<file path="src/rtl/nf10_axis_pkt_gen_if.sv">
// AXI4-Stream transmit bundle (NetFPGA flavour: tstrb byte lanes, tuser metadata).
`timescale 1ns/1ps

interface nf10_axis_pkt_gen_if #(
    parameter int unsigned DATA_W = 64,
    parameter int unsigned USER_W = 128
);
    logic [DATA_W-1:0]   tdata;
    logic [DATA_W/8-1:0] tstrb;
    logic [USER_W-1:0]   tuser;
    logic                tvalid;
    logic                tready;
    logic                tlast;

    modport master (output tdata, tstrb, tuser, tvalid, tlast, input tready);
    modport slave  (input tdata, tstrb, tuser, tvalid, tlast, output tready);
endinterface

</file>
<file path="src/rtl/nf10_axis_pkt_gen.sv">
// Deterministic AXI4-Stream packet generator for the 10G loopback test.
// Beat k of packet n carries {n, k}; tuser holds length and src/dst ports.
`timescale 1ns/1ps

module nf10_axis_pkt_gen #(
    parameter int unsigned C_M_AXIS_DATA_WIDTH  = 64,
    parameter int unsigned C_M_AXIS_TUSER_WIDTH = 128,
    parameter logic [7:0]  C_SRC_PORT           = 8'h00,
    parameter logic [7:0]  C_DST_PORT           = 8'h04
) (
    input  logic                      axi_aclk,
    input  logic                      axi_reset,
    input  logic                      start,
    input  logic                      stop,
    input  logic [15:0]               pkt_len,
    input  logic [31:0]               pkt_count,
    input  logic [7:0]                ifg_cycles,
    nf10_axis_pkt_gen_if.master       m_axis,
    output logic                      busy,
    output logic                      done,
    output logic [31:0]               pkts_sent
);
    localparam int unsigned STRB_W  = C_M_AXIS_DATA_WIDTH / 8;
    localparam int unsigned MIN_LEN = 60;
    localparam int unsigned MAX_LEN = 1518;

    typedef enum logic [1:0] {IDLE, SEND, GAP} state_t;

    state_t                            state_q, state_d;
    logic [15:0]                       last_idx_q, last_idx_d;
    logic [STRB_W-1:0]                 last_strb_q, last_strb_d;
    logic [31:0]                       count_q, count_d;
    logic [7:0]                        ifg_q, ifg_d;
    logic [7:0]                        gap_q, gap_d;
    logic [31:0]                       seq_q, seq_d;
    logic [31:0]                       beat_q, beat_d;
    logic [31:0]                       pkts_q, pkts_d;
    logic                              stop_pend_q, stop_pend_d;
    logic                              busy_q, busy_d;
    logic                              done_q, done_d;
    logic                              tvalid_q, tvalid_d;
    logic                              tlast_q, tlast_d;
    logic [C_M_AXIS_DATA_WIDTH-1:0]    tdata_q, tdata_d;
    logic [STRB_W-1:0]                 tstrb_q, tstrb_d;
    logic [C_M_AXIS_TUSER_WIDTH-1:0]   tuser_q, tuser_d;

    logic [15:0] clen_c;
    logic [15:0] last_idx_c;
    logic [7:0]  last_strb_c;
    logic        hs_c;
    logic        last_next_c;
    logic        run_end_c;

    // Length clamp and per-packet constants derived from the requested length
    assign clen_c      = (pkt_len < 16'(MIN_LEN)) ? 16'(MIN_LEN) :
                         (pkt_len > 16'(MAX_LEN)) ? 16'(MAX_LEN) : pkt_len;
    assign last_idx_c  = ((clen_c + 16'd7) >> 3) - 16'd1;
    assign last_strb_c = (clen_c[2:0] == 3'd0) ? 8'hFF : ~(8'hFF << clen_c[2:0]);

    assign hs_c        = tvalid_q & m_axis.tready;
    assign last_next_c = (beat_q + 32'd1) == 32'(last_idx_q);
    assign run_end_c   = stop_pend_q | stop |
                         ((count_q != 32'd0) && ((pkts_q + 32'd1) == count_q));

    always_comb begin
        state_d     = state_q;
        last_idx_d  = last_idx_q;
        last_strb_d = last_strb_q;
        count_d     = count_q;
        ifg_d       = ifg_q;
        gap_d       = gap_q;
        seq_d       = seq_q;
        beat_d      = beat_q;
        pkts_d      = pkts_q;
        stop_pend_d = stop_pend_q;
        busy_d      = busy_q;
        done_d      = 1'b0;
        tvalid_d    = tvalid_q;
        tlast_d     = tlast_q;
        tdata_d     = tdata_q;
        tstrb_d     = tstrb_q;
        tuser_d     = tuser_q;

        case (state_q)
            IDLE: begin
                if (start) begin
                    state_d     = SEND;
                    last_idx_d  = last_idx_c;
                    last_strb_d = STRB_W'(last_strb_c);
                    count_d     = pkt_count;
                    ifg_d       = ifg_cycles;
                    seq_d       = 32'd0;
                    beat_d      = 32'd0;
                    pkts_d      = 32'd0;
                    stop_pend_d = 1'b0;
                    busy_d      = 1'b1;
                    tvalid_d    = 1'b1;
                    tlast_d     = 1'b0;
                    tdata_d     = '0;
                    tstrb_d     = '1;
                    tuser_d     = C_M_AXIS_TUSER_WIDTH'({C_DST_PORT, C_SRC_PORT, clen_c});
                end
            end
            SEND: begin
                stop_pend_d = stop_pend_q | stop;
                if (hs_c && tlast_q) begin
                    pkts_d  = pkts_q + 32'd1;
                    seq_d   = seq_q + 32'd1;
                    beat_d  = 32'd0;
                    tlast_d = 1'b0;
                    if (run_end_c) begin
                        state_d  = IDLE;
                        done_d   = 1'b1;
                        busy_d   = 1'b0;
                        tvalid_d = 1'b0;
                    end else if (ifg_q == 8'd0) begin
                        tdata_d = C_M_AXIS_DATA_WIDTH'({seq_q + 32'd1, 32'd0});
                        tstrb_d = '1;
                    end else begin
                        state_d  = GAP;
                        gap_d    = ifg_q;
                        tvalid_d = 1'b0;
                    end
                end else if (hs_c) begin
                    beat_d  = beat_q + 32'd1;
                    tdata_d = C_M_AXIS_DATA_WIDTH'({seq_q, beat_q + 32'd1});
                    tlast_d = last_next_c;
                    tstrb_d = last_next_c ? last_strb_q : '1;
                end
            end
            GAP: begin
                // A stop in the gap ends the run at once; no packet is in flight
                if (stop) begin
                    state_d = IDLE;
                    done_d  = 1'b1;
                    busy_d  = 1'b0;
                end else if (gap_q <= 8'd1) begin
                    state_d  = SEND;
                    tvalid_d = 1'b1;
                    tlast_d  = 1'b0;
                    tdata_d  = C_M_AXIS_DATA_WIDTH'({seq_q, 32'd0});
                    tstrb_d  = '1;
                end else begin
                    gap_d = gap_q - 8'd1;
                end
            end
            default: state_d = IDLE;
        endcase
    end

    always_ff @(posedge axi_aclk) begin
        if (axi_reset) begin
            state_q     <= IDLE;
            last_idx_q  <= '0;
            last_strb_q <= '0;
            count_q     <= '0;
            ifg_q       <= '0;
            gap_q       <= '0;
            seq_q       <= '0;
            beat_q      <= '0;
            pkts_q      <= '0;
            stop_pend_q <= 1'b0;
            busy_q      <= 1'b0;
            done_q      <= 1'b0;
            tvalid_q    <= 1'b0;
            tlast_q     <= 1'b0;
            tdata_q     <= '0;
            tstrb_q     <= '0;
            tuser_q     <= '0;
        end else begin
            state_q     <= state_d;
            last_idx_q  <= last_idx_d;
            last_strb_q <= last_strb_d;
            count_q     <= count_d;
            ifg_q       <= ifg_d;
            gap_q       <= gap_d;
            seq_q       <= seq_d;
            beat_q      <= beat_d;
            pkts_q      <= pkts_d;
            stop_pend_q <= stop_pend_d;
            busy_q      <= busy_d;
            done_q      <= done_d;
            tvalid_q    <= tvalid_d;
            tlast_q     <= tlast_d;
            tdata_q     <= tdata_d;
            tstrb_q     <= tstrb_d;
            tuser_q     <= tuser_d;
        end
    end

    assign m_axis.tdata  = tdata_q;
    assign m_axis.tstrb  = tstrb_q;
    assign m_axis.tuser  = tuser_q;
    assign m_axis.tvalid = tvalid_q;
    assign m_axis.tlast  = tlast_q;
    assign busy          = busy_q;
    assign done          = done_q;
    assign pkts_sent     = pkts_q;
endmodule

</file>
<file path="src/flat_wrapper.sv">
// flat-port wrapper written by rule: the top's interface ports become plain ports
module nf10_axis_pkt_gen_flat 
#(
    parameter int unsigned C_M_AXIS_DATA_WIDTH  = 64,
    parameter int unsigned C_M_AXIS_TUSER_WIDTH = 128,
    parameter logic [7:0]  C_SRC_PORT           = 8'h00,
    parameter logic [7:0]  C_DST_PORT           = 8'h04
)
  (axi_aclk, axi_reset, start, stop, pkt_len, pkt_count, ifg_cycles, busy, done, pkts_sent, m_axis_tdata, m_axis_tstrb, m_axis_tuser, m_axis_tvalid, m_axis_tlast, m_axis_tready);
  nf10_axis_pkt_gen_if m_axis_i ();
  input  logic axi_aclk;
  input  logic axi_reset;
  input  logic start;
  input  logic stop;
  input  logic [15:0] pkt_len;
  input  logic [31:0] pkt_count;
  input  logic [7:0] ifg_cycles;
  output logic busy;
  output logic done;
  output logic [31:0] pkts_sent;
  output wire logic [$bits(m_axis_i.tdata)-1:0] m_axis_tdata;
  output wire logic [$bits(m_axis_i.tstrb)-1:0] m_axis_tstrb;
  output wire logic [$bits(m_axis_i.tuser)-1:0] m_axis_tuser;
  output wire logic [$bits(m_axis_i.tvalid)-1:0] m_axis_tvalid;
  output wire logic [$bits(m_axis_i.tlast)-1:0] m_axis_tlast;
  input wire logic [$bits(m_axis_i.tready)-1:0] m_axis_tready;
  assign m_axis_tdata = m_axis_i.tdata;
  assign m_axis_tstrb = m_axis_i.tstrb;
  assign m_axis_tuser = m_axis_i.tuser;
  assign m_axis_tvalid = m_axis_i.tvalid;
  assign m_axis_tlast = m_axis_i.tlast;
  assign m_axis_i.tready = m_axis_tready;
  nf10_axis_pkt_gen #(.C_M_AXIS_DATA_WIDTH(C_M_AXIS_DATA_WIDTH), .C_M_AXIS_TUSER_WIDTH(C_M_AXIS_TUSER_WIDTH), .C_SRC_PORT(C_SRC_PORT), .C_DST_PORT(C_DST_PORT)) u_core (.axi_aclk(axi_aclk), .axi_reset(axi_reset), .start(start), .stop(stop), .pkt_len(pkt_len), .pkt_count(pkt_count), .ifg_cycles(ifg_cycles), .m_axis(m_axis_i), .busy(busy), .done(done), .pkts_sent(pkts_sent));
endmodule
</file>
<file path="config.mk">
export PLATFORM = sky130hd
export DESIGN_NAME = nf10_axis_pkt_gen_flat
export DESIGN_NICKNAME = d
export VERILOG_FILES = /design/src/rtl/nf10_axis_pkt_gen_if.sv /design/src/rtl/nf10_axis_pkt_gen.sv /design/src/flat_wrapper.sv
export SDC_FILE = /design/constraint.sdc
export NUM_CORES = 1
export LEC_CHECK = 0
export ABC_CLOCK_PERIOD_IN_PS = 3200
export BUFFER_PORTS_ARGS = -buffer_cell sky130_fd_sc_hd__buf_4
export CORE_MARGIN = 5
export CORE_UTILIZATION = 45
export CTS_CLUSTER_SIZE = 30
export DETAILED_ROUTE_END_ITERATION = 10
export PLACE_DENSITY = 0.81
export SLEW_MARGIN = 20
export SYNTH_ARGS = -nofsm -noshare
export SYNTH_HDL_FRONTEND = slang
export SYNTH_SLANG_ARGS = --single-unit
export TNS_END_PERCENT = 50
</file>
<file path="constraint.sdc">
create_clock -name axi_aclk -period 3.2 [get_ports axi_aclk]
set_input_delay 0.48 -clock axi_aclk [delete_from_list [all_inputs] [get_ports axi_aclk]]
set_output_delay 0.48 -clock axi_aclk [all_outputs]
set_load 0.02 [all_outputs]
</file>
# Word-level counts from Yosys, hierarchy flattened

Cells that the tools add are included.

Order comparisons: 3
Shift operators: 1
Mux-type cells: 63
Equality and inequality tests: 18
Bitwise logic cells: 4
$add $sub $neg: 6
Reduce and logical (&&, ||, !) cells: 19

Operators with widths:

| kind                                                                             | number |
|---|---|
| 64-bit 2-to-1 mux                                                                | 7 |
| 32-bit case mux with 2 select lines                                              | 3 |
| 64-bit case mux with 3 select lines                                              | 1 |
| 32-bit 2-to-1 mux                                                                | 5 |
| 8-bit 2-to-1 mux                                                                 | 14 |
| 32-bit by 1-bit adder with 32-bit output, second input constant                  | 3 |
| 32-bit by 16-bit equality test with 1-bit output                                 | 1 |
| 32-bit equality test                                                             | 1 |
| 16-bit 2-to-1 mux                                                                | 2 |
| 32-bit nonzero test                                                              | 1 |
| 8-bit case mux with 3 select lines                                               | 1 |
| 1-bit 2-to-1 mux                                                                 | 17 |
| 16-bit by 3-bit adder with 16-bit output, second input constant                  | 1 |
| 16-bit by 11-bit > comparator with 1-bit output, second input constant           | 1 |
| 16-bit by 6-bit less-than comparator with 1-bit output, second input constant    | 1 |
| 8-bit case mux with 2 select lines                                               | 1 |
| 13-bit by 1-bit subtractor with 14-bit output, second input constant             | 1 |
| 2-bit 2-to-1 mux                                                                 | 6 |
| 2-bit != test, second input constant                                             | 6 |
| 6-bit AND reduction                                                              | 2 |
| 5-bit AND reduction                                                              | 2 |
| 1-bit case mux with 3 select lines                                               | 3 |
| 8-bit by 1-bit less-or-equal comparator with 1-bit output, second input constant | 1 |
| 8-bit logical NOT                                                                | 1 |
| other kinds (22)                                                                 | 32 |

Input port bits: 61
Flip-flop bits (word level): 264
Logic and storage cells: 131
Output and inout bits: 236

# Longest topological paths before layout

Gate-level depths: netlist of the first run.

Word-level depth: 7
Mapped depth: 14
Mapped depth without buffers: 13

# Worst setup path after synthesis of the first run

OpenSTA, ideal clock, no wires.

Path type: register -> register
Start: reg u_core.pkts_q[0], in the netlist u_core.pkts_sent[0]
End: reg u_core.tdata_q[10], in the netlist u_core.m_axis.tdata[10]
Arrival: 3.444 ns
Stages on the path, launching flop included: 14
Path slack: -0.360 ns
Path buffers: 3
Setup time: 0.117 ns
Period minus slack after synthesis: 3.560 ns
Required time: 3.083 ns
Path through: dfxtp_1 > ha_1 > nand2_1 > or4_1 > buf_6 > nor4_4 > mux2_2 > nor4_2 > and3_4 > a21o_1 > nand2_1 > buf_2 > buf_6 > o22a_1

Cells in the longest elaborated chain, start to end: 6

RTL lines:

| item                                     | line                     | text |
|---|---|---|
| start, declared                          | nf10_axis_pkt_gen.sv:37  | `logic [31:0] pkts_q, pkts_d;` |
| start signal, assigned                   | nf10_axis_pkt_gen.sv:179 | `pkts_q <= pkts_d;` |
| 32-bit by 1-bit adder with 32-bit output | nf10_axis_pkt_gen.sv:63  | `((count_q != 32'd0) && ((pkts_q + 32'd1) == count_q));` |
| 32-bit equality test                     | nf10_axis_pkt_gen.sv:63  |  |
| 1-bit logical AND                        | nf10_axis_pkt_gen.sv:63  |  |
| 1-bit bitwise OR                         | nf10_axis_pkt_gen.sv:62  | `assign run_end_c = stop_pend_q \| stop \|` |
| 3-bit != test (no line)                  | --                       |  |
| 7-bit AND reduction (no line)            | --                       |  |
| end signal, assigned                     | nf10_axis_pkt_gen.sv:185 | `tdata_q <= tdata_d;` |
| end, declared                            | nf10_axis_pkt_gen.sv:43  | `logic [C_M_AXIS_DATA_WIDTH-1:0] tdata_q, tdata_d;` |

No other way between the ends.
A chain may end at the register's enable or synchronous reset.

# Final worst setup path of the first run

Start: reg u_core.pkts_q[3], in the netlist u_core.pkts_sent[3]
End: reg u_core.tdata_q[54], in the netlist u_core.m_axis.tdata[54]

Same word-level chain as after synthesis.

==> results of run 1 <==
[per-layer routing]
| layer | global-route usage | share of wire | vias to the layer above | routed length (µm) |
|---|---|---|---|---|
| met3 | 0.0429 | 0.085 | 85 | 4090 |
| met2 | 0.396 | 0.47 | 704 | 22500 |
| met5 | 0 | 0 | - | 0 |
| met4 | 0.0790 | 0.027 | 0 | 1330 |
| li1 | - | - | 7203 | - |
| met1 | 0.319 | 0.42 | 7214 | 20300 |
[flip-flops by register name, summed over array words and instances (netlist names), 2 cells and up]
name and flops:
u_core.m_axis.tdata 64, u_core.beat_q 32, u_core.count_q 32, u_core.pkts_sent 32, u_core.seq_q 32, u_core.m_axis.tuser 16
u_core.last_idx_q 14, u_core.gap_q 8, u_core.ifg_q 8, u_core.last_strb_q 8, u_core.m_axis.tstrb 8, u_core.state_q 2
[kinds of logic (layout without fill, tap and decap cells)]
logic type	after synthesis	in the layout	share of synthesized area
other	1	112	0.000249
buffers and inverters	272	421	0.101
AO/OA/AOI/OAI	428	428	0.182
adder cells (fa/ha/maj)	12	12	0.00995
flip-flops	261	261	0.346
AND/OR/NAND/NOR	846	846	0.274
XOR/XNOR	86	86	0.0499
multiplexers	54	54	0.0368
[timing repair]
item,CTS,global route
pin swaps,13,26
setup buffers,7,14
resized for setup,29,81
cloned,2,5
endpoints found under the setup margin,73,77
[area by class of cell]
cell class | count | area, µm² | area share
Antenna cell | 1 | 2.50 | 0.000131
Clock buffer | 39 | 865 | 0.0454
Clock inverter | 13 | 151 | 0.00795
Inverter | 21 | 78.8 | 0.00414
Multi-Input combinational cell | 1537 | 9230 | 0.484
Sequential cell | 261 | 5280 | 0.277
Tap cell | 448 | 561 | 0.0294
Timing Repair Buffer | 348 | 2890 | 0.151
[per-stage QoR]
step / setup WS (ns) / TNS [ns]
2_1_floorplan: -0.000689 / -0.000689
3_3_place_gp: -0.340 / -9.34
3_5_place_dp: -0.382 / -11.18
4_1_cts: 0.000417 / 0
5_1_grt: -0.112 / -3.32
6_report: -0.0298 / -0.0732
[power by group through the flow]
stage	Combinational, mW	Clock, mW	Sequential (mW)
2_1_floorplan	2.07	0	3.94
3_3_place_gp	3.25	0	3.81
3_5_place_dp	3.32	0	3.82
4_1_cts	3.47	3.56	3.75
5_1_grt	4.03	3.71	3.79
6_report	3.77	3.51	3.76
[how the worst max path moves through the flow]
stage	start	endpoint	slack, ns	depth (start not counted)
after floorplan	u_core.pkts_sent[12]$_SDFFE_PP0P_	u_core.busy$_SDFFE_PP0P_	-0.0007	11
after global placement	u_core.pkts_sent[6]$_SDFFE_PP0P_	u_core.m_axis.tdata[26]$_SDFFE_PP0P_	-0.34	9
after detailed placement	u_core.pkts_sent[6]$_SDFFE_PP0P_	u_core.m_axis.tdata[0]$_SDFFE_PP0P_	-0.38	9
after CTS	u_core.pkts_sent[2]$_SDFFE_PP0P_	u_core.m_axis.tdata[10]$_SDFFE_PP0P_	0.0004	11
after global routing	u_core.beat_q[6]$_SDFFE_PP0P_	u_core.m_axis.tstrb[3]$_SDFFE_PP0P_	-0.11	12
final	u_core.pkts_sent[3]$_SDFFE_PP0P_	u_core.m_axis.tdata[54]$_SDFFE_PP0P_	-0.03	13
[worst max-delay path, delay by kind of cell (launching register included)]
kind            cells  cell delay, ns
mux                 1            0.33
compound gates      2            0.31
flops               1            0.35
simple gates        6            1.48
buf+inv             4            0.64
[placed cells by master, fill, tap and decap left out, drive strengths merged, types with 56 or more instances in the layout]
cell type  count
nand2        285
a21oi        156
dfxtp        261
nand3         56
conb         111
o21ai         96
nor2         191
nor3          83
buf          343
==> key figures, run 1 <==
Pwr
  – Pleak: 7.77 nW
  – Sw Pwr: 3.92 mW
  – Power Dens Cells: 579 nW/µm²
  – Clock power share: 0.318
  – Combinational share of power: 0.341
  – Pwr Total: 11.0 mW
  – Switching part of the total: 0.355
  – Worst IR Drop VDD: 476 µV
  – Internal: 7.12 mW
  – Sequential power share: 0.341

Global route
  – Initial antenna violation count: 1
  – First-pass GRT wire length: 74.0 mm
  – Largest net degree at the start of global routing: 136
  – Total congestion overflow: 0
  – Vias in the first global route: 14,282
  – Gr usage total: 0.240

STA
  – Worst hold slack: 0.158 ns
  – Fin crit share: 1.01
  – Worst slew pin tran: 0.787 ns
  – Max Slew Vio Count: 0
  – Slew HR: 0.475
  – Fmax: 310 MHz
  – RSZ-0062 raised after global routing: true
  – Worst setup margin: -0.0298 ns
  – Final Hold Vio Count: 0
  – Worst Skew: 0.0209 ns
  – Tmin final: 3.23 ns
  – # setup viols final: 6

Final layout
  – Fill cells: 3,032
  – Core Util, Final: 0.573
  – Fin area: 19,100 µm²
  – Final #Nets: 2,271
  – Non-Filler Instances: 2,668
  – Layout cells sized above 1: 0.238
  – Area Growth Syn to Fin: 26.3%

Route
  – Routed WL: 48.3 mm
  – Via density: 5.70
  – Total number of vias: 15,206
  – Initial DRC Count: 1,398
  – WL/cell: 18.1 µm
  – TritonRoute pass-1 iters: 5
  – Routed Antenna Nets: 0
  – DRC viols: 0

Clock tree
  – Max Buffers Root-to-Sink: 3
  – CTS Buf Count: 29
  – Hold_buf cts: 0
  – CTS Sinks: 261
  – H-Tree Depth: 1
  – CTS tree: done
  – Worst-path clk slew: 0.06 ns
  – Root Buffer: clkbuf_16
  – Clock Latency Late Sink: 0.58 ns

Die
  – Top-Level Pins: 297
  – Die area: 37,300 µm²
  – Die height: 193 µm
  – DIE WIDTH: 193 µm
  – Placeable Area: 33,300 µm²
  – Site row count: 67
  – Starting density of the core: 0.453

Setup path
  – CP max stage cell: or4_4
  – FF-to-FF path depth: 13
  – Critical-path cell list: nand4_4 -> or4_4 -> buf_6 -> nor3_2 -> o221a_2 -> nand4_4 -> buf_6 -> nor4_4 -> buf_4 -> a21oi_4 -> nor2_4 -> buf_12 -> mux2_2
  – Worst reg2reg path startpoint: u_core.pkts_sent[3]$_SDFFE_PP0P_
  – Critical path endpoint category: flop
  – Max FO, Critical Path: 7
  – Worst path max stage delay: 0.59 ns
  – Crit start category: flop
  – R2r setup slk: -0.03 ns
  – Crit path DAT: 3.69 ns
  – CP required: 3.66 ns
  – Critical path class: flop to flop
  – Worst r2r dst: u_core.m_axis.tdata[54]$_SDFFE_PP0P_

Logic synthesis
  – Mapped Cells: 1,960
  – #FFs+latches synth: 261
  – EDFF count, synth: 0
  – Register area share after synthesis: 0.346
  – Post-synth top area cell: dfxtp_1
  – Synth unique cells: 87
  – Most used DFF post-synth: dfxtp_1
  – Most common library cells after synthesis: nand2_1, dfxtp_1, nor2_1
  – Synth Cell Area: 15,100 µm²
  – Ys Warns: 0
  – Area share of the largest cell type after synthesis: 0.346
  – Count leader, synth: nand2_1
  – Synthesized area per cell: 7.70 µm²
  – Top cells by area, synth: dfxtp_1, nand2_1, buf_4
  – Ys async rst share: 0

Place
  – DP HPWL: 33.3 mm
  – Port Buffers: 185
  – Placed Cells: 2,587
  – Placed Instance Area: 17,200 µm²
  – Gpl congestion: 0.958

Hold path
  – HP Class: input port to flop
  – Worst hold start: pkt_count[19]
  – Worst Hold Path EP: u_core.count_q[19]$_SDFFE_PP0P_
  – Hold path cells: 3

Run status
  – Status: finished, violations left
  – Failing checks: setup timing

Flow run
  – Max-cap violations: 0
Note: power is estimated with default switching activity, not from simulation.
==> run 2, diff against run 1 <==
Settings changed: ABC_CLOCK_PERIOD_IN_PS 3200 to 3300, PLACE_DENSITY 0.81 to 0.78.
Clock period 3.2 ns to 3.3 ns, I/O delays scaled along.
==> key figures, run 2 (same netlist as run 1, synthesis figures left out) <==
Final layout
  – Area Growth Syn to Fin: 22.5%
  – Max FFs per register: 64 (unchanged)
  – Layout cells sized above 1: 0.202 (-0.0367)
  – Most frequent cells in the layout: buf_4, nand2_1, dfxtp_1, nor2_1, a21oi_1
  – Final #Nets: 2,239 (-1.4%)
  – Fin area: 18,500 µm² (-3.0%)
  – Most common cell after layout, fill and taps aside: buf_4

Pwr
  – Power Dens Cells: 573 nW/µm² (-1.0%)
  – Worst IR Drop VDD: 463 µV (-2.8%)
  – Internal: 6.85 mW (-3.7%)
  – Combinational share of power: 0.335 (-0.006)
  – Pleak: 7.48 nW (-3.7%)
  – Clock power share: 0.319 (about the same)
  – Switching part of the total: 0.353 (-0.00199)
  – Sw Pwr: 3.74 mW (-4.6%)
  – Sequential power share: 0.345 (+0.004)

Clock tree
  – Hold_buf cts: 0 (unchanged)
  – CTS Sinks: 261 (unchanged)
  – Max Buffers Root-to-Sink: 3 (unchanged)
  – CTS tree: done
  – Root Buffer: clkbuf_16
  – CTS Buf Count: 29 (unchanged)
  – Clock Latency Late Sink: 0.57 ns (about the same)
  – H-Tree Depth: 1 (unchanged)
  – Worst-path clk slew: 0.06 ns (about the same)

Route
  – Routed Antenna Nets: 0 (unchanged)
  – DR WL met2: 22.0 mm (-2.5%)
  – Total number of vias: 14,911 (-1.9%)
  – Max layer used: met4
  – Initial DRC Count: 1,402 (+0.29%)
  – Routed WL: 47.4 mm (-1.7%)
  – TritonRoute pass-1 iters: 6 (+1)
  – Met1 wire length: 20.3 mm (-0.11%)
  – Via density: 5.66 (-0.75%)
  – WL met3: 3.85 mm (-6.0%)
  – DRC viols: 0 (unchanged)
  – WL/cell: 18.0 µm (-0.56%)

Global route
  – Gr usage total: 0.233 (-0.00649)
  – Vias in the first global route: 13,928 (-2.5%)
  – Largest net degree at the start of global routing: 82 (-40%)
  – Initial antenna violation count: 1 (unchanged)
  – First-pass GRT wire length: 72.2 mm (-2.5%)
  – Total congestion overflow: 0 (unchanged)

Die
  – Placeable Area: 33,300 µm² (unchanged)
  – Starting density of the core: 0.453 (unchanged)
  – Site row count: 67 (unchanged)
  – Top-Level Pins: 297 (unchanged)
  – DIE WIDTH: 193 µm (unchanged)
  – Die height: 193 µm (unchanged)
  – Die area: 37,300 µm² (unchanged)

Setup path
  – CP required: 3.76 ns (+0.10 ns)
  – Max FO, Critical Path: 5 (-2)
  – Crit path DAT: 3.75 ns (+0.06 ns)
  – Crit start category: flop
  – Critical path endpoint category: flop
  – Critical path class: flop to flop

STA
  – Max Slew Vio Count: 0 (unchanged)
  – Fin crit share: 0.996 (-0.0134)
  – Fmax: 304 MHz (-1.7%)
  – Final Hold Vio Count: 0 (unchanged)
  – Worst slew pin tran: 0.916 ns (+0.129 ns)
  – RSZ-0062 raised after global routing: true
  – # setup viols final: 0 (-6)
  – Slew HR: 0.389 (-0.0858)
  – Worst Skew: 0.00911 ns (-0.0118 ns)
  – Tmin final: 3.29 ns (+0.0568 ns)
  – Fin Setup TNS: 0 ns (+0.0732 ns)

Place
  – Port Buffers: 185 (unchanged)
  – DP HPWL: 33.2 mm (-0.27%)
  – Placed Instance Area: 16,900 µm² (-1.5%)
  – Gpl congestion: 0.946 (-1.2%)

Run status
  – Status: finished clean

Flow run
  – Max-cap violations: 0 (unchanged)

Hold path
  – HP Class: input port to flop
run 2: area by class of cell:
cell class / instances / area [µm²]
sequential: 261 / 5240
clock buffer: 43 / 858
tap: 448 / 561
inverter: 21 / 78.8
antenna: 1 / 2.50
clock inverter: 9 / 138
timing repair buffer: 316 / 2600
multi-input combinational: 1537 / 9000
fill: 3102 / 14800
run 2: routing by layer:
metal | up-vias | track usage
li1 | 7136 | -
met1 | 7071 | 0.316
met2 | 626 | 0.383
met3 | 78 | 0.0405
met4 | 0 | 0.0708
met5 | - | 0
run 2: power by group through the flow:
stage / sequential (mW) / clock [mW] / combinational [mW]
final: 3.66 / 3.38 / 3.55
after global routing: 3.69 / 3.56 / 3.81
after CTS: 3.65 / 3.44 / 3.16
after detailed placement: 3.71 / 0 / 3.14
after global placement: 3.70 / 0 / 3.08
after floorplan: 3.83 / 0 / 2.01
run 2: metrics by stage:
step                      setup slack, ns  utilization  hold WS [ns]  total power [mW]  instances
final                              0.0134        0.555         0.178              10.6       2636
after global routing               -0.152        0.555         0.174              11.1       2636
after CTS                         0.00758        0.540         0.160              10.2       2615
after detailed placement          -0.0498        0.509         0.455              6.85       2563
after global placement             0.0336        0.509         0.444              6.78       2563
after floorplan                   0.00472            -         0.432              5.84       2070
run 2: final timing paths:
kind	start	to	slack (ns)	depth (start not counted)
max reg2reg	u_core.pkts_sent[3]$_SDFFE_PP0P_	u_core.m_axis.tdata[29]$_SDFFE_PP0P_	0.01	13
max	u_core.pkts_sent[3]$_SDFFE_PP0P_	u_core.m_axis.tdata[29]$_SDFFE_PP0P_	0.01	13
min reg2reg	u_core.m_axis.tdata[42]$_SDFFE_PP0P_	u_core.m_axis.tdata[42]$_SDFFE_PP0P_	0.46	2
min	pkt_count[24]	u_core.count_q[24]$_SDFFE_PP0P_	0.18	3
run 2: timing repair:
action,in CTS,in global routing
resized for setup,4,37
setup buffers,0,13
endpoints found under the setup margin,65,79
pin swaps,1,34
gates cloned,0,7
run 2: worst max-delay path, stage by stage, from the launching register on:
cell and delay, ns:
dfxtp_2 0.35, nand4_4 0.13, buf_6 0.14, or4_1 0.58, or3_4 0.45, xor2_1 0.16, o221a_1 0.27, and3_4 0.19
a21oi_2 0.23, buf_4 0.17, nor3_4 0.04, buf_12 0.15, clkbuf_16 0.15, o22a_1 0.15
==> run 3, diff against run 2 <==
Settings changed: RECOVER_POWER set to 100.
==> key figures, run 3 (same netlist as run 1, synthesis figures left out) <==
Pwr
  – Pwr Total: 10.5 mW (-1.2%)
  – Sequential power share: 0.349 (+0.004)
  – Internal: 6.73 mW (-1.7%)
  – Sw Pwr: 3.74 mW (-0.21%)
  – Power Dens Cells: 580 nW/µm² (+1.1%)
  – Combinational share of power: 0.327 (-0.008)
  – Clock power share: 0.324 (+0.005)
  – Worst IR Drop VDD: 464 µV (+0.34%)
  – Pleak: 7.02 nW (-6.2%)
  – Switching part of the total: 0.357 (+0.00351)

STA
  – # setup viols final: 0 (unchanged)
  – Worst Skew: 0.0102 ns (+0.00113 ns)
  – Worst hold slack: 0.176 ns (-0.00235 ns)
  – Tmin final: 3.29 ns (+0.00365 ns)
  – Final Hold Vio Count: 0 (unchanged)
  – Max Slew Vio Count: 0 (unchanged)
  – Worst slew pin tran: 0.904 ns (-0.0122 ns)
  – Fin crit share: 0.997 (+0.00110)
  – Slew HR: 0.398 (+0.00814)
  – Fmax: 304 MHz (-0.11%)
  – RSZ-0062 raised after global routing: true

Global route
  – Met3 usage: 0.0405 (unchanged)
  – Largest net degree at the start of global routing: 82 (unchanged)
  – Gr usage total: 0.233 (unchanged)
  – Total congestion overflow: 0 (unchanged)
  – First-pass GRT wire length: 72.2 mm (unchanged)
  – Vias in the first global route: 13,928 (unchanged)
  – Most used routing layer: met2
  – GRT met2 Usage: 0.383 (unchanged)
  – Initial antenna violation count: 1 (unchanged)
  – Met1 Use GR: 0.316 (unchanged)

Setup path
  – Crit start category: flop
  – Worst path max stage delay: 0.58 ns (about the same)
  – Crit path DAT: 3.75 ns (about the same)
  – Critical path class: flop to flop
  – CP max stage cell: or4_1
  – Critical path endpoint category: flop
  – Critical-path cell list: nand4_4 -> buf_6 -> or4_1 -> or3_4 -> xor2_1 -> o221a_1 -> and3_4 -> a21oi_2 -> buf_4 -> nor3_4 -> buf_12 -> clkbuf_16 -> o22a_1
  – CP required: 3.76 ns (about the same)
  – Max FO, Critical Path: 5 (unchanged)

Clock tree
  – Max Buffers Root-to-Sink: 3 (unchanged)
  – CTS Sinks: 261 (unchanged)
  – CTS Buf Count: 29 (unchanged)
  – CTS tree: done
  – Clock Latency Late Sink: 0.57 ns (about the same)
  – H-Tree Depth: 1 (unchanged)
  – Worst-path clk slew: 0.06 ns (about the same)
  – Hold_buf cts: 0 (unchanged)
  – Root Buffer: clkbuf_16

Place
  – Gpl congestion: 0.946 (unchanged)
  – Placed Instance Area: 16,900 µm² (unchanged)
  – Port Buffers: 185 (unchanged)
  – DP HPWL: 33.2 mm (unchanged)
  – Placed Cells: 2,563 (unchanged)

Route
  – Total number of vias: 14,874 (-0.25%)
  – DRC viols: 0 (unchanged)
  – Routed WL: 47.4 mm (about the same)
  – Routed Antenna Nets: 0 (unchanged)
  – Initial DRC Count: 1,375 (-1.9%)
  – TritonRoute pass-1 iters: 6 (unchanged)
  – Via density: 5.64 (-0.25%)
  – WL/cell: 18.0 µm (about the same)

Final layout
  – Most common cell after layout, fill and taps aside: nand2_1
  – Most frequent cells in the layout: nand2_1, dfxtp_1, nor2_1, buf_4, a21oi_1
  – Layout cells sized above 1: 0.151 (-0.0508)
  – Fin area: 18,100 µm² (-2.3%)
  – Non-Filler Instances: 2,636 (unchanged)
  – Max FFs per register: 64 (unchanged)
  – Area Growth Syn to Fin: 19.7%
  – Final #Nets: 2,239 (unchanged)

Die
  – DIE WIDTH: 193 µm (unchanged)
  – Placeable Area: 33,300 µm² (unchanged)
  – Starting density of the core: 0.453 (unchanged)
  – Top-Level Pins: 297 (unchanged)
  – Site row count: 67 (unchanged)
  – Die area: 37,300 µm² (unchanged)
  – Die height: 193 µm (unchanged)

Hold path
  – HP Class: input port to flop

Flow run
  – Max-cap violations: 0 (unchanged)

Run status
  – Status: finished clean
==> run 3: changes by cell type in the layout (fill, tap and decap cells not counted), sizes merged <==
cell and delta:
clkbuf +111, buf -111
==> run 3: power by group through the flow <==
stage / sequential (mW) / clock, mW / combinational [mW]
after global routing: 3.69 / 3.56 / 3.69
after CTS: 3.65 / 3.44 / 3.16
after detailed placement: 3.71 / 0 / 3.14
after global placement: 3.70 / 0 / 3.08
after floorplan: 3.83 / 0 / 2.01
final: 3.66 / 3.39 / 3.43
==> run 3: per-stage QoR <==
step	TNS [ns]	setup slack, ns	util
after floorplan	0	0.00472	-
after global placement	0	0.0336	0.509
after detailed placement	-0.774	-0.0498	0.509
after CTS	0	0.00758	0.540
after global routing	-4.57	-0.152	0.543
final	0	0.00974	0.543
==> run 3: cell type report <==
cell class	instances	area, µm²
flip-flops and latches	261	5240
well taps	448	561
inverters	21	78.8
clock buffers	43	858
fillers	3215	15200
diodes	1	2.50
clock inverters	9	138
repair buffers	316	2180
multi-input cells	1537	9000
==> run 3: worst max-delay path: cells and delay by family (launching register included) <==
| kind | cells | cell delay, ns |
|---|---|---|
| AO/OA/AOI/OAI | 3 | 0.65 |
| flip-flops | 1 | 0.35 |
| buffers and inverters | 4 | 0.61 |
| XOR/XNOR | 1 | 0.16 |
| AND/OR/NAND/NOR | 5 | 1.39 |
==> run 3: timing repair <==
| action | 4_1_cts | 5_1_grt |
|---|---|---|
| pin swaps | 1 | 34 |
| buffers inserted | 0 | 13 |
| setup endpoints to repair | 65 | 79 |
| gates resized for setup | 4 | 37 |
| gates cloned | 0 | 7 |
==> run 3: path summary, 6_finish.rpt <==
path                                                to  cells past startpoint                                  from  slack [ns]
hold / removal         u_core.count_q[15]$_SDFFE_PP0P_                      3                         pkt_count[15]        0.18
setup reg to reg  u_core.m_axis.tdata[29]$_SDFFE_PP0P_                     13      u_core.pkts_sent[3]$_SDFFE_PP0P_        0.01
hold reg to reg   u_core.m_axis.tdata[42]$_SDFFE_PP0P_                      2  u_core.m_axis.tdata[42]$_SDFFE_PP0P_        0.46
setup / recovery  u_core.m_axis.tdata[29]$_SDFFE_PP0P_                     13      u_core.pkts_sent[3]$_SDFFE_PP0P_        0.01
==> run 3: per-layer routing <==
metal	wire (µm)	vias up
met4	1440	0
met1	20400	7023
met2	21800	622
met5	0	-
li1	-	7132
met3	3820	97
